**src/rtl/onewire_slave_reset.sv**
```systemverilog
// rtl/onewire_slave_reset.sv - 1-Wire slave reset/presence responder
// Measures master reset lows on DQ and answers with a tPDH/tPDL presence pulse.
module onewire_slave_reset #(
  parameter int CLK_PER_US     = 50,
  parameter int RST_MIN_US     = 480,
  parameter int PDH_US         = 30,
  parameter int PDL_US         = 120,
  parameter int REC_TIMEOUT_US = 960
) (
  input  logic clk,
  input  logic rst,
  input  logic en,
  input  logic dq_in,
  output logic dq_out_en,
  output logic busy,
  output logic reset_detected,
  output logic presence_done,
  output logic bus_error
);

  localparam int RST_CYC = RST_MIN_US * CLK_PER_US;
  localparam int PDH_CYC = PDH_US * CLK_PER_US;
  localparam int PDL_CYC = PDL_US * CLK_PER_US;
  localparam int REC_CYC = REC_TIMEOUT_US * CLK_PER_US;
  localparam int MAX_A   = (RST_CYC > PDL_CYC) ? RST_CYC : PDL_CYC;
  localparam int CNT_MAX = (MAX_A > REC_CYC) ? MAX_A : REC_CYC;
  localparam int CW      = $clog2(CNT_MAX + 1);

  localparam logic [CW-1:0] RST_THR  = CW'(RST_CYC);
  localparam logic [CW-1:0] PDH_LAST = CW'(PDH_CYC - 1);
  localparam logic [CW-1:0] PDL_LAST = CW'(PDL_CYC - 1);
  localparam logic [CW-1:0] REC_LAST = CW'(REC_CYC - 1);
  localparam logic [CW-1:0] CNT_ONE  = CW'(1);
  localparam logic [CW-1:0] CNT_SAT  = '1;

  typedef enum logic [2:0] {IDLE, LOW_MEAS, PDH, PDL, REC} state_t;

  state_t        state, state_nxt;
  logic [CW-1:0] cnt, cnt_nxt, cnt_inc;
  logic          dq_m, dq_s;
  logic          rd_nxt, pd_nxt, be_nxt;

  // Synchronizer idles high so a reset does not look like a bus low.
  always_ff @(posedge clk) begin
    if (!rst) begin
      dq_m           <= 1'b1;
      dq_s           <= 1'b1;
      state          <= IDLE;
      cnt            <= '0;
      reset_detected <= 1'b0;
      presence_done  <= 1'b0;
      bus_error      <= 1'b0;
    end else begin
      dq_m           <= dq_in;
      dq_s           <= dq_m;
      state          <= state_nxt;
      cnt            <= cnt_nxt;
      reset_detected <= rd_nxt;
      presence_done  <= pd_nxt;
      bus_error      <= be_nxt;
    end
  end

  assign cnt_inc = (cnt == CNT_SAT) ? cnt : cnt + CNT_ONE;

  always_comb begin
    state_nxt = state;
    cnt_nxt   = cnt_inc;
    rd_nxt    = 1'b0;
    pd_nxt    = 1'b0;
    be_nxt    = 1'b0;
    if (!en) begin
      state_nxt = IDLE;
      cnt_nxt   = '0;
    end else begin
      case (state)
        IDLE: begin
          cnt_nxt = '0;
          if (!dq_s) begin
            state_nxt = LOW_MEAS;
            cnt_nxt   = CNT_ONE;
          end
        end
        LOW_MEAS: begin
          if (dq_s) begin
            cnt_nxt = '0;
            if (cnt >= RST_THR) begin
              rd_nxt    = 1'b1;
              state_nxt = PDH;
            end else begin
              state_nxt = IDLE;
            end
          end
        end
        PDH: begin
          // Master pulling low again means a fresh reset, not a time slot.
          if (!dq_s) begin
            state_nxt = LOW_MEAS;
            cnt_nxt   = CNT_ONE;
          end else if (cnt == PDH_LAST) begin
            state_nxt = PDL;
            cnt_nxt   = '0;
          end
        end
        PDL: begin
          if (cnt == PDL_LAST) begin
            state_nxt = REC;
            cnt_nxt   = '0;
          end
        end
        REC: begin
          if (dq_s) begin
            pd_nxt    = 1'b1;
            state_nxt = IDLE;
            cnt_nxt   = '0;
          end else if (cnt == REC_LAST) begin
            be_nxt    = 1'b1;
            state_nxt = LOW_MEAS;
            cnt_nxt   = CNT_ONE;
          end
        end
        default: begin
          state_nxt = IDLE;
          cnt_nxt   = '0;
        end
      endcase
    end
  end

  always_comb begin
    dq_out_en = (state == PDL);
    busy      = (state != IDLE);
  end

endmodule
```
**config.mk**
```make
export PLATFORM = sky130hd
export DESIGN_NAME = onewire_slave_reset
export DESIGN_NICKNAME = d
export VERILOG_FILES = /design/src/rtl/onewire_slave_reset.sv
export SDC_FILE = /design/constraint.sdc
export NUM_CORES = 1
export LEC_CHECK = 0
export CORE_MARGIN = 2
export CORE_UTILIZATION = 35
export CTS_CLUSTER_DIAMETER = 100
export DETAILED_ROUTE_END_ITERATION = 8
export HOLD_SLACK_MARGIN = 0.08
export MAX_ROUTING_LAYER = met4
export PLACE_DENSITY = 0.62
export SYNTH_ARGS = -nofsm -noshare
export SYNTH_HDL_FRONTEND = slang
export SYNTH_SLANG_ARGS = --single-unit
```
**constraint.sdc**
```tcl
create_clock -name clk -period 5 [get_ports clk]
set_clock_uncertainty 0.1 [all_clocks]
set_input_delay 1 -clock clk [delete_from_list [all_inputs] [get_ports clk]]
set_output_delay 1 -clock clk [all_outputs]
set_load 0.02 [all_outputs]
```
==> impl_metrics.xml, run 1 <==
<?xml version="1.0" encoding="UTF-8"?>
<metrics>
  <group name="run_status">
    <metric name="outcome" unit="">complete, no violations</metric>
  </group>
  <group name="finish">
    <metric name="post_route_cells_drive_above_1_share" unit="%">10.59</metric>
    <metric name="antenna-diode-count" unit="">0</metric>
    <metric name="post_layout_nonfiller_instances" unit="">220</metric>
    <metric name="layout_commonest_cell" unit="">sky130_fd_sc_hd__dfxtp_1</metric>
    <metric name="multiInputGateArea" unit="um^2">853.3</metric>
    <metric name="design.final.nets" unit="">178</metric>
    <metric name="layout-area-overhead-vs-synth" unit="%">8.077</metric>
    <metric name="filler_cell_count" unit="">425</metric>
    <metric name="seq_area" unit="um^2">480.5</metric>
    <metric name="most-common-layout-cells" unit="">sky130_fd_sc_hd__dfxtp_1, sky130_fd_sc_hd__nor2_1, sky130_fd_sc_hd__nand2_1</metric>
  </group>
  <group name="drt">
    <metric name="routed_wl" unit="um">2880</metric>
    <metric name="route.detailed.wl_per_inst" unit="um">13.09</metric>
    <metric name="via_per_instance_ratio" unit="">5.286</metric>
    <metric name="drt_iter0_markers" unit="">136</metric>
    <metric name="number_of_nets_with_antenna_violations_after_detailed_routing" unit="">0</metric>
    <metric name="drc_errors" unit="">0</metric>
    <metric name="vias" unit="">1163</metric>
    <metric name="dr.pass1.iters" unit="">4</metric>
  </group>
  <group name="worst_setup_path">
    <metric name="cp-endpoint" unit="">dq_out_en</metric>
    <metric name="path_class" unit="">reg -&gt; out</metric>
    <metric name="crit-reg2reg-capture" unit="">cnt[2]$_SDFF_PN0_</metric>
    <metric name="timing.critical_path.from_type" unit="">flip-flop</metric>
    <metric name="timing.critical_path.required" unit="ps">3900</metric>
    <metric name="critical_path.reg2reg.startpoint" unit="">cnt[0]$_SDFF_PN0_</metric>
    <metric name="cp-startpoint" unit="">state[0]$_SDFFE_PN0P_</metric>
    <metric name="r2r_cells" unit="">6</metric>
    <metric name="cp_slowest_stage_delay" unit="ps">600</metric>
    <metric name="crit_chain" unit="">and3b_2 -&gt; clkdlybuf4s50_1</metric>
    <metric name="timing.critical_path.arrival" unit="ps">1640</metric>
    <metric name="worstSetupEndpointType" unit="">primary output</metric>
    <metric name="r2r_setup_slack" unit="ps">2550</metric>
    <metric name="critical_path.slowest_cell" unit="">sky130_fd_sc_hd__clkdlybuf4s50_1</metric>
    <metric name="timing.critical_path.fanout_max" unit="">10</metric>
  </group>
  <group name="global_route">
    <metric name="number_of_antenna_violations_at_the_first_check_in_global_routing" unit="">0</metric>
    <metric name="grt_remaining_overflow" unit="">0</metric>
    <metric name="grt_pass1_vias" unit="">1014</metric>
    <metric name="first_pass_grt_wire_length" unit="um">4816</metric>
    <metric name="globalRouteTotalUtil" unit="%">14.07</metric>
    <metric name="grt_start_max_net_pins" unit="">16</metric>
  </group>
  <group name="clock_tree">
    <metric name="clk_root_buffer_cell" unit="">sky130_fd_sc_hd__clkbuf_8</metric>
    <metric name="post_cts_resize_count" unit="">0</metric>
    <metric name="cts-htree-levels" unit="">1</metric>
    <metric name="cts_max_path_buffers" unit="">2</metric>
    <metric name="post_cts_hold_buffer_count" unit="">0</metric>
    <metric name="cts_tree" unit="">yes</metric>
    <metric name="path_clk_slew" unit="ps">80</metric>
    <metric name="clock_latency" unit="ps">270</metric>
    <metric name="cts_inserted_buffers" unit="">3</metric>
    <metric name="postcts_setup_bufs" unit="">0</metric>
    <metric name="cts_num_sinks" unit="">24</metric>
  </group>
  <group name="floorplan">
    <metric name="row_count" unit="">23</metric>
    <metric name="dieArea" unit="um^2">4598</metric>
    <metric name="core_area" unit="um^2">3971</metric>
    <metric name="dieHeight" unit="um">67.81</metric>
    <metric name="floorplan.initialDensity" unit="%">35.89</metric>
    <metric name="ioPinCount" unit="">9</metric>
    <metric name="chip_width" unit="um">67.81</metric>
  </group>
  <group name="timing">
    <metric name="finalMaxSlewViolations" unit="">0</metric>
    <metric name="slew-limit-headroom" unit="%">54.00</metric>
    <metric name="setup_violations" unit="">0</metric>
    <metric name="max_slew.worst_pin.slew" unit="ps">688.4</metric>
    <metric name="hold_violations" unit="">0</metric>
    <metric name="final.period_utilization" unit="%">54.80</metric>
    <metric name="grt_setup_unrepaired" unit="">no</metric>
    <metric name="final_worst_path_period_need" unit="ps">2740</metric>
    <metric name="fmax" unit="MHz">365.0</metric>
    <metric name="setup-tns-final" unit="ps">0</metric>
  </group>
  <group name="synthesis">
    <metric name="async_reset_ff_share" unit="%">0</metric>
    <metric name="yosys_register_bits" unit="">24</metric>
    <metric name="synth-edff-count" unit="">0</metric>
    <metric name="synthesis.nets" unit="">173</metric>
    <metric name="postSynth.topFlopCell" unit="">sky130_fd_sc_hd__dfxtp_1</metric>
    <metric name="avgSynthCellArea" unit="um^2">8.534</metric>
    <metric name="syn_inst" unit="">167</metric>
    <metric name="synth.cell_area" unit="um^2">1425</metric>
    <metric name="post_synth_num_cell_types" unit="">49</metric>
    <metric name="fraction_of_the_yosys_area_taken_by_sequential_cells" unit="%">33.71</metric>
    <metric name="ys_warn_count" unit="">0</metric>
  </group>
  <group name="power_and_ir_drop">
    <metric name="static-leakage-power" unit="nW">0.4258</metric>
    <metric name="vdd_ir_drop_max" unit="V">0.00007857</metric>
    <metric name="power_density" unit="nW/um^2">207.4</metric>
  </group>
  <group name="flow_run">
    <metric name="drv_cap" unit="">0</metric>
  </group>
  <group name="place">
    <metric name="dp_cells" unit="">217</metric>
    <metric name="post-dp-hpwl" unit="um">2091</metric>
    <metric name="place.gp.congestion" unit="">0.8532</metric>
    <metric name="io_buffers" unit="">8</metric>
  </group>
  <group name="hold_path">
    <metric name="hold_path_class" unit="">reg -&gt; reg</metric>
  </group>
</metrics>
-- critical path: cells and delay by family (launching register included) --
kind	cells	cell delay (ps)
buffers and inverters	1	600
DFF	1	500
and+or+nand+nor	1	270
-- routing by layer --
metal | GRT usage, % | vias up | part of all wire, %
li1 | - | 613 | -
met1 | 19.64 | 523 | 54
met2 | 20.59 | 22 | 42
met3 | 1.480 | 5 | 2.3
met4 | 6.000 | 0 | 2.0
met5 | - | - | 0
-- sequential cells by signal, summed over array words and instances (netlist names) --
| register | flops |
|---|---|
| bus_error | 1 |
| cnt | 16 |
| dq_m | 1 |
| dq_s | 1 |
| presence_done | 1 |
| reset_detected | 1 |
| state | 3 |
-- metrics by stage --
stage | cell area (um^2) | hold WS (ps) | util, % | power (mW) | worst slack (ps)
after floorplan | 1425 | 286.3 | - | 0.2048 | 2927
final | 1540 | 312.2 | 38.78 | 0.3195 | 2260
after global placement | 1499 | 289.0 | 37.74 | 0.2076 | 2542
after detailed placement | 1499 | 293.7 | 37.74 | 0.2077 | 2517
after global routing | 1540 | 320.9 | 38.78 | 0.3292 | 2190
after CTS | 1540 | 314.3 | 38.78 | 0.3233 | 2243
-- report_power, final --
| part | total [mW] | switching [mW] | internal, mW | leakage [nW] |
|---|---|---|---|---|
| sequential | 0.194 | 0.00152 | 0.192 | 0.194 |
| combinational | 0.00966 | 0.00453 | 0.00513 | 0.210 |
| clock | 0.116 | 0.0623 | 0.0540 | 0.0216 |
-- kinds of logic (layout without fill, tap and decap cells) --
logic type / after synthesis / after routing / synth area share [%]
buffers and inverters: 13 / 16 / 6.409
and+or+nand+nor: 84 / 84 / 33.36
xor gates and xnor gates: 10 / 10 / 6.146
adders and majority gates: 2 / 2 / 1.756
AOI/OAI and AO/OA: 33 / 33 / 17.91
muxes: 1 / 1 / 0.7024
DFF: 24 / 24 / 33.71
-- worst min-delay path by stage --
stage / from / to / slack (ps) / depth (start not counted)
2_1_floorplan: dq_m$_SDFF_PN1_ / dq_s$_SDFF_PN1_ / 290 / 1
3_3_place_gp: dq_m$_SDFF_PN1_ / dq_s$_SDFF_PN1_ / 290 / 1
3_5_place_dp: dq_m$_SDFF_PN1_ / dq_s$_SDFF_PN1_ / 290 / 1
4_1_cts: dq_m$_SDFF_PN1_ / dq_s$_SDFF_PN1_ / 310 / 1
5_1_grt: dq_m$_SDFF_PN1_ / dq_s$_SDFF_PN1_ / 320 / 1
6_report: dq_m$_SDFF_PN1_ / dq_s$_SDFF_PN1_ / 310 / 1
-- Yosys cell counts (2+ instances only) --
master	instances	area share, %
sky130_fd_sc_hd__a211o_1	2	1.2
sky130_fd_sc_hd__a211oi_1	7	3.7
sky130_fd_sc_hd__a21oi_1	7	2.5
sky130_fd_sc_hd__a31oi_1	2	0.88
sky130_fd_sc_hd__and3_1	3	1.3
sky130_fd_sc_hd__clkbuf_1	3	0.79
sky130_fd_sc_hd__clkbuf_8	3	2.9
sky130_fd_sc_hd__dfxtp_1	24	34
sky130_fd_sc_hd__ha_1	2	1.8
sky130_fd_sc_hd__inv_1	4	1.1
sky130_fd_sc_hd__nand2_1	15	4.0
sky130_fd_sc_hd__nand2b_1	5	2.2
sky130_fd_sc_hd__nand3_1	9	3.2
sky130_fd_sc_hd__nand4_1	2	0.88
sky130_fd_sc_hd__nand4b_1	4	2.5
sky130_fd_sc_hd__nor2_1	19	5.0
sky130_fd_sc_hd__nor3_1	11	3.9
sky130_fd_sc_hd__o211ai_1	2	1.1
sky130_fd_sc_hd__o21a_1	2	1.1
sky130_fd_sc_hd__o21ai_0	3	1.1
sky130_fd_sc_hd__or3_1	2	0.88
sky130_fd_sc_hd__xnor2_1	9	5.5
-- final cells by class --
class	instances	share of cell area, %
Clock buffer	3	2.681
Timing Repair Buffer	9	5.686
Inverter	4	0.9748
Tap cell	50	4.062
Multi-Input combinational cell	130	55.40
Sequential cell	24	31.19
(Power assumes the default switching activity.)
==> run 2, diff against run 1 <==
- clock period: 5 -> 2.75 ns (I/O delays scaled with it)
==> run 2 against run 1 <==
Net effect: sequential power rose by 81%; routed wire length up 0.52%; combinational power rose by 80%; first-iteration DRC count down 27%; flip-flop and latch count is the same; non-clock buffer count increased by 2; power grew 91%; sequential share of layout area decreased by 0.57 points; clock power rose by 110%; critical path depth stayed put; global-route usage rose by 0.47 points.
==> impl_metrics.xml, run 2 (same netlist as run 1, synthesis figures left out) <==
<?xml version="1.0" encoding="UTF-8"?>
<metrics>
  <group name="run_status">
    <metric name="outcome" unit="">complete, no violations</metric>
  </group>
  <group name="global_route">
    <metric name="first_pass_grt_wire_length" unit="um">5085</metric>
    <metric name="grt_start_max_net_pins" unit="">16</metric>
    <metric name="grt_remaining_overflow" unit="">0</metric>
    <metric name="number_of_antenna_violations_at_the_first_check_in_global_routing" unit="">0</metric>
    <metric name="globalRouteTotalUtil" unit="%">14.54</metric>
    <metric name="grt_pass1_vias" unit="">1057</metric>
  </group>
  <group name="clock_tree">
    <metric name="cts_inserted_buffers" unit="">3</metric>
    <metric name="clk_root_buffer_cell" unit="">sky130_fd_sc_hd__clkbuf_8</metric>
    <metric name="cts_num_sinks" unit="">24</metric>
    <metric name="post_cts_resize_count" unit="">0</metric>
    <metric name="cts_tree" unit="">yes</metric>
    <metric name="path_clk_slew" unit="ps">80</metric>
    <metric name="post_cts_hold_buffer_count" unit="">0</metric>
    <metric name="clock_latency" unit="ps">260</metric>
    <metric name="cts_max_path_buffers" unit="">2</metric>
    <metric name="cts-htree-levels" unit="">1</metric>
    <metric name="postcts_setup_bufs" unit="">0</metric>
  </group>
  <group name="worst_setup_path">
    <metric name="timing.critical_path.from_type" unit="">flip-flop</metric>
    <metric name="critical_path.slowest_cell" unit="">sky130_fd_sc_hd__clkdlybuf4s50_1</metric>
    <metric name="cp_slowest_stage_delay" unit="ps">600</metric>
    <metric name="timing.critical_path.fanout_max" unit="">10</metric>
    <metric name="timing.critical_path.arrival" unit="ps">1680</metric>
    <metric name="worstSetupEndpointType" unit="">primary output</metric>
    <metric name="r2r_cells" unit="">7</metric>
    <metric name="path_class" unit="">reg -&gt; out</metric>
    <metric name="crit-reg2reg-capture" unit="">cnt[2]$_SDFF_PN0_</metric>
    <metric name="crit_chain" unit="">and3b_2 -&gt; clkdlybuf4s50_1</metric>
    <metric name="critical_path.reg2reg.startpoint" unit="">cnt[0]$_SDFF_PN0_</metric>
    <metric name="r2r_setup_slack" unit="ps">470</metric>
    <metric name="timing.critical_path.required" unit="ps">2100</metric>
  </group>
  <group name="power_and_ir_drop">
    <metric name="vdd_ir_drop_max" unit="V">0.0002009</metric>
    <metric name="totalPowerFinal" unit="mW">0.6110</metric>
    <metric name="static-leakage-power" unit="nW">0.4426</metric>
    <metric name="power_density" unit="nW/um^2">389.4</metric>
  </group>
  <group name="hold_path">
    <metric name="hold_start" unit="">dq_m$_SDFF_PN1_</metric>
    <metric name="hold_path_depth" unit="">1</metric>
    <metric name="hold_path_class" unit="">reg -&gt; reg</metric>
    <metric name="timing.hold.worst_endpoint" unit="">dq_s$_SDFF_PN1_</metric>
  </group>
  <group name="place">
    <metric name="io_buffers" unit="">8</metric>
    <metric name="dp_cells" unit="">219</metric>
    <metric name="post-dp-hpwl" unit="um">2089</metric>
    <metric name="place.gp.congestion" unit="">0.8608</metric>
    <metric name="place_ws" unit="ps">469.3</metric>
  </group>
  <group name="finish">
    <metric name="largest_register_ff_count" unit="">16</metric>
    <metric name="largestRegisters" unit="">cnt (16), state (3)</metric>
    <metric name="post_route_cells_drive_above_1_share" unit="%">12.14</metric>
    <metric name="layout_commonest_cell" unit="">sky130_fd_sc_hd__dfxtp_1</metric>
    <metric name="most-common-layout-cells" unit="">sky130_fd_sc_hd__dfxtp_1, sky130_fd_sc_hd__nor2_1, sky130_fd_sc_hd__nand2_1</metric>
    <metric name="design.final.nets" unit="">180</metric>
    <metric name="antenna-diode-count" unit="">0</metric>
    <metric name="max_flop_register" unit="">cnt</metric>
    <metric name="post_layout_nonfiller_instances" unit="">223</metric>
    <metric name="layout-area-overhead-vs-synth" unit="%">10.10</metric>
  </group>
  <group name="drt">
    <metric name="routed_wl" unit="um">2895</metric>
    <metric name="drt_iter0_markers" unit="">99</metric>
    <metric name="number_of_nets_with_antenna_violations_after_detailed_routing" unit="">0</metric>
    <metric name="dr.pass1.iters" unit="">4</metric>
    <metric name="vias" unit="">1171</metric>
    <metric name="route.detailed.wl_per_inst" unit="um">12.98</metric>
    <metric name="drc_errors" unit="">0</metric>
    <metric name="via_per_instance_ratio" unit="">5.251</metric>
  </group>
  <group name="timing">
    <metric name="finalMaxSlewViolations" unit="">0</metric>
    <metric name="setup_violations" unit="">0</metric>
    <metric name="max_slew.worst_pin.slew" unit="ps">738.5</metric>
    <metric name="final_critical_path_setup_slack" unit="ps">422.0</metric>
    <metric name="slew-limit-headroom" unit="%">50.59</metric>
    <metric name="final_worst_path_period_need" unit="ps">2328</metric>
    <metric name="fmax" unit="MHz">429.6</metric>
    <metric name="hold-worst-slack" unit="ps">322.1</metric>
    <metric name="setup-tns-final" unit="ps">0</metric>
    <metric name="final.period_utilization" unit="%">84.65</metric>
    <metric name="grt_setup_unrepaired" unit="">no</metric>
    <metric name="hold_violations" unit="">0</metric>
  </group>
  <group name="floorplan">
    <metric name="row_count" unit="">23</metric>
    <metric name="dieArea" unit="um^2">4598</metric>
    <metric name="ioPinCount" unit="">9</metric>
    <metric name="dieHeight" unit="um">67.81</metric>
    <metric name="core_area" unit="um^2">3971</metric>
    <metric name="floorplan.initialDensity" unit="%">35.89</metric>
    <metric name="chip_width" unit="um">67.81</metric>
  </group>
  <group name="flow_run">
    <metric name="drv_cap" unit="">0</metric>
  </group>
</metrics>
-- run 2: cell count changes in the layout (fill, tap and decap cells not counted), sizes merged --
| cell | delta |
|---|---|
| clkbuf | +1 |
| buf | +2 |
-- run 2: worst max-delay path by stage --
stage                     startpoint           endpoint  slack (ps)  depth (start not counted)
6_report       state[0]$_SDFFE_PN0P_          dq_out_en         420                          2
5_1_grt            cnt[0]$_SDFF_PN0_  cnt[5]$_SDFF_PN0_         250                          7
4_1_cts        state[0]$_SDFFE_PN0P_          dq_out_en         420                          2
3_5_place_dp       cnt[0]$_SDFF_PN0_  cnt[2]$_SDFF_PN0_         470                          7
3_3_place_gp       cnt[0]$_SDFF_PN0_  cnt[2]$_SDFF_PN0_         480                          7
2_1_floorplan      cnt[2]$_SDFF_PN0_  cnt[6]$_SDFF_PN0_         680                          6
-- run 2: layer usage --
layer / track usage [%] / up-vias / routed length (um)
met5: - / - / 0
met4: 4.500 / 0 / 34
met3: 1.480 / 4 / 115
met2: 21.08 / 22 / 1248
met1: 21.18 / 529 / 1497
li1: - / 616 / -
-- run 2: stage by stage --
stage          instance area [um^2]  util (%)
3_3_place_gp                   1514     38.12
5_1_grt                        1569     39.51
2_1_floorplan                  1425         -
4_1_cts                        1569     39.51
3_5_place_dp                   1514     38.12
6_report                       1569     39.51
-- run 2: where the power goes --
part,switching [mW],total [mW],leakage [nW],internal (mW)
registers,0.00306,0.352,0.194,0.349
clock network,0.114,0.241,0.0288,0.128
logic,0.00801,0.0174,0.220,0.00935
-- run 2: layout make-up --
cell class              count  area, um^2
flip-flops and latches     24       480.5
well taps                  50       62.56
inverters                   4       15.01
clock buffers               4       55.05
repair buffers             11       102.6
fillers                   402        2402
multi-input cells         130       853.3
-- run 2: worst max-delay path, delay by kind of cell, from the launching register on --
kind,cells,cell delay [ps]
flip-flops,1,530
buffers and inverters,1,600
AND/OR/NAND/NOR,1,280
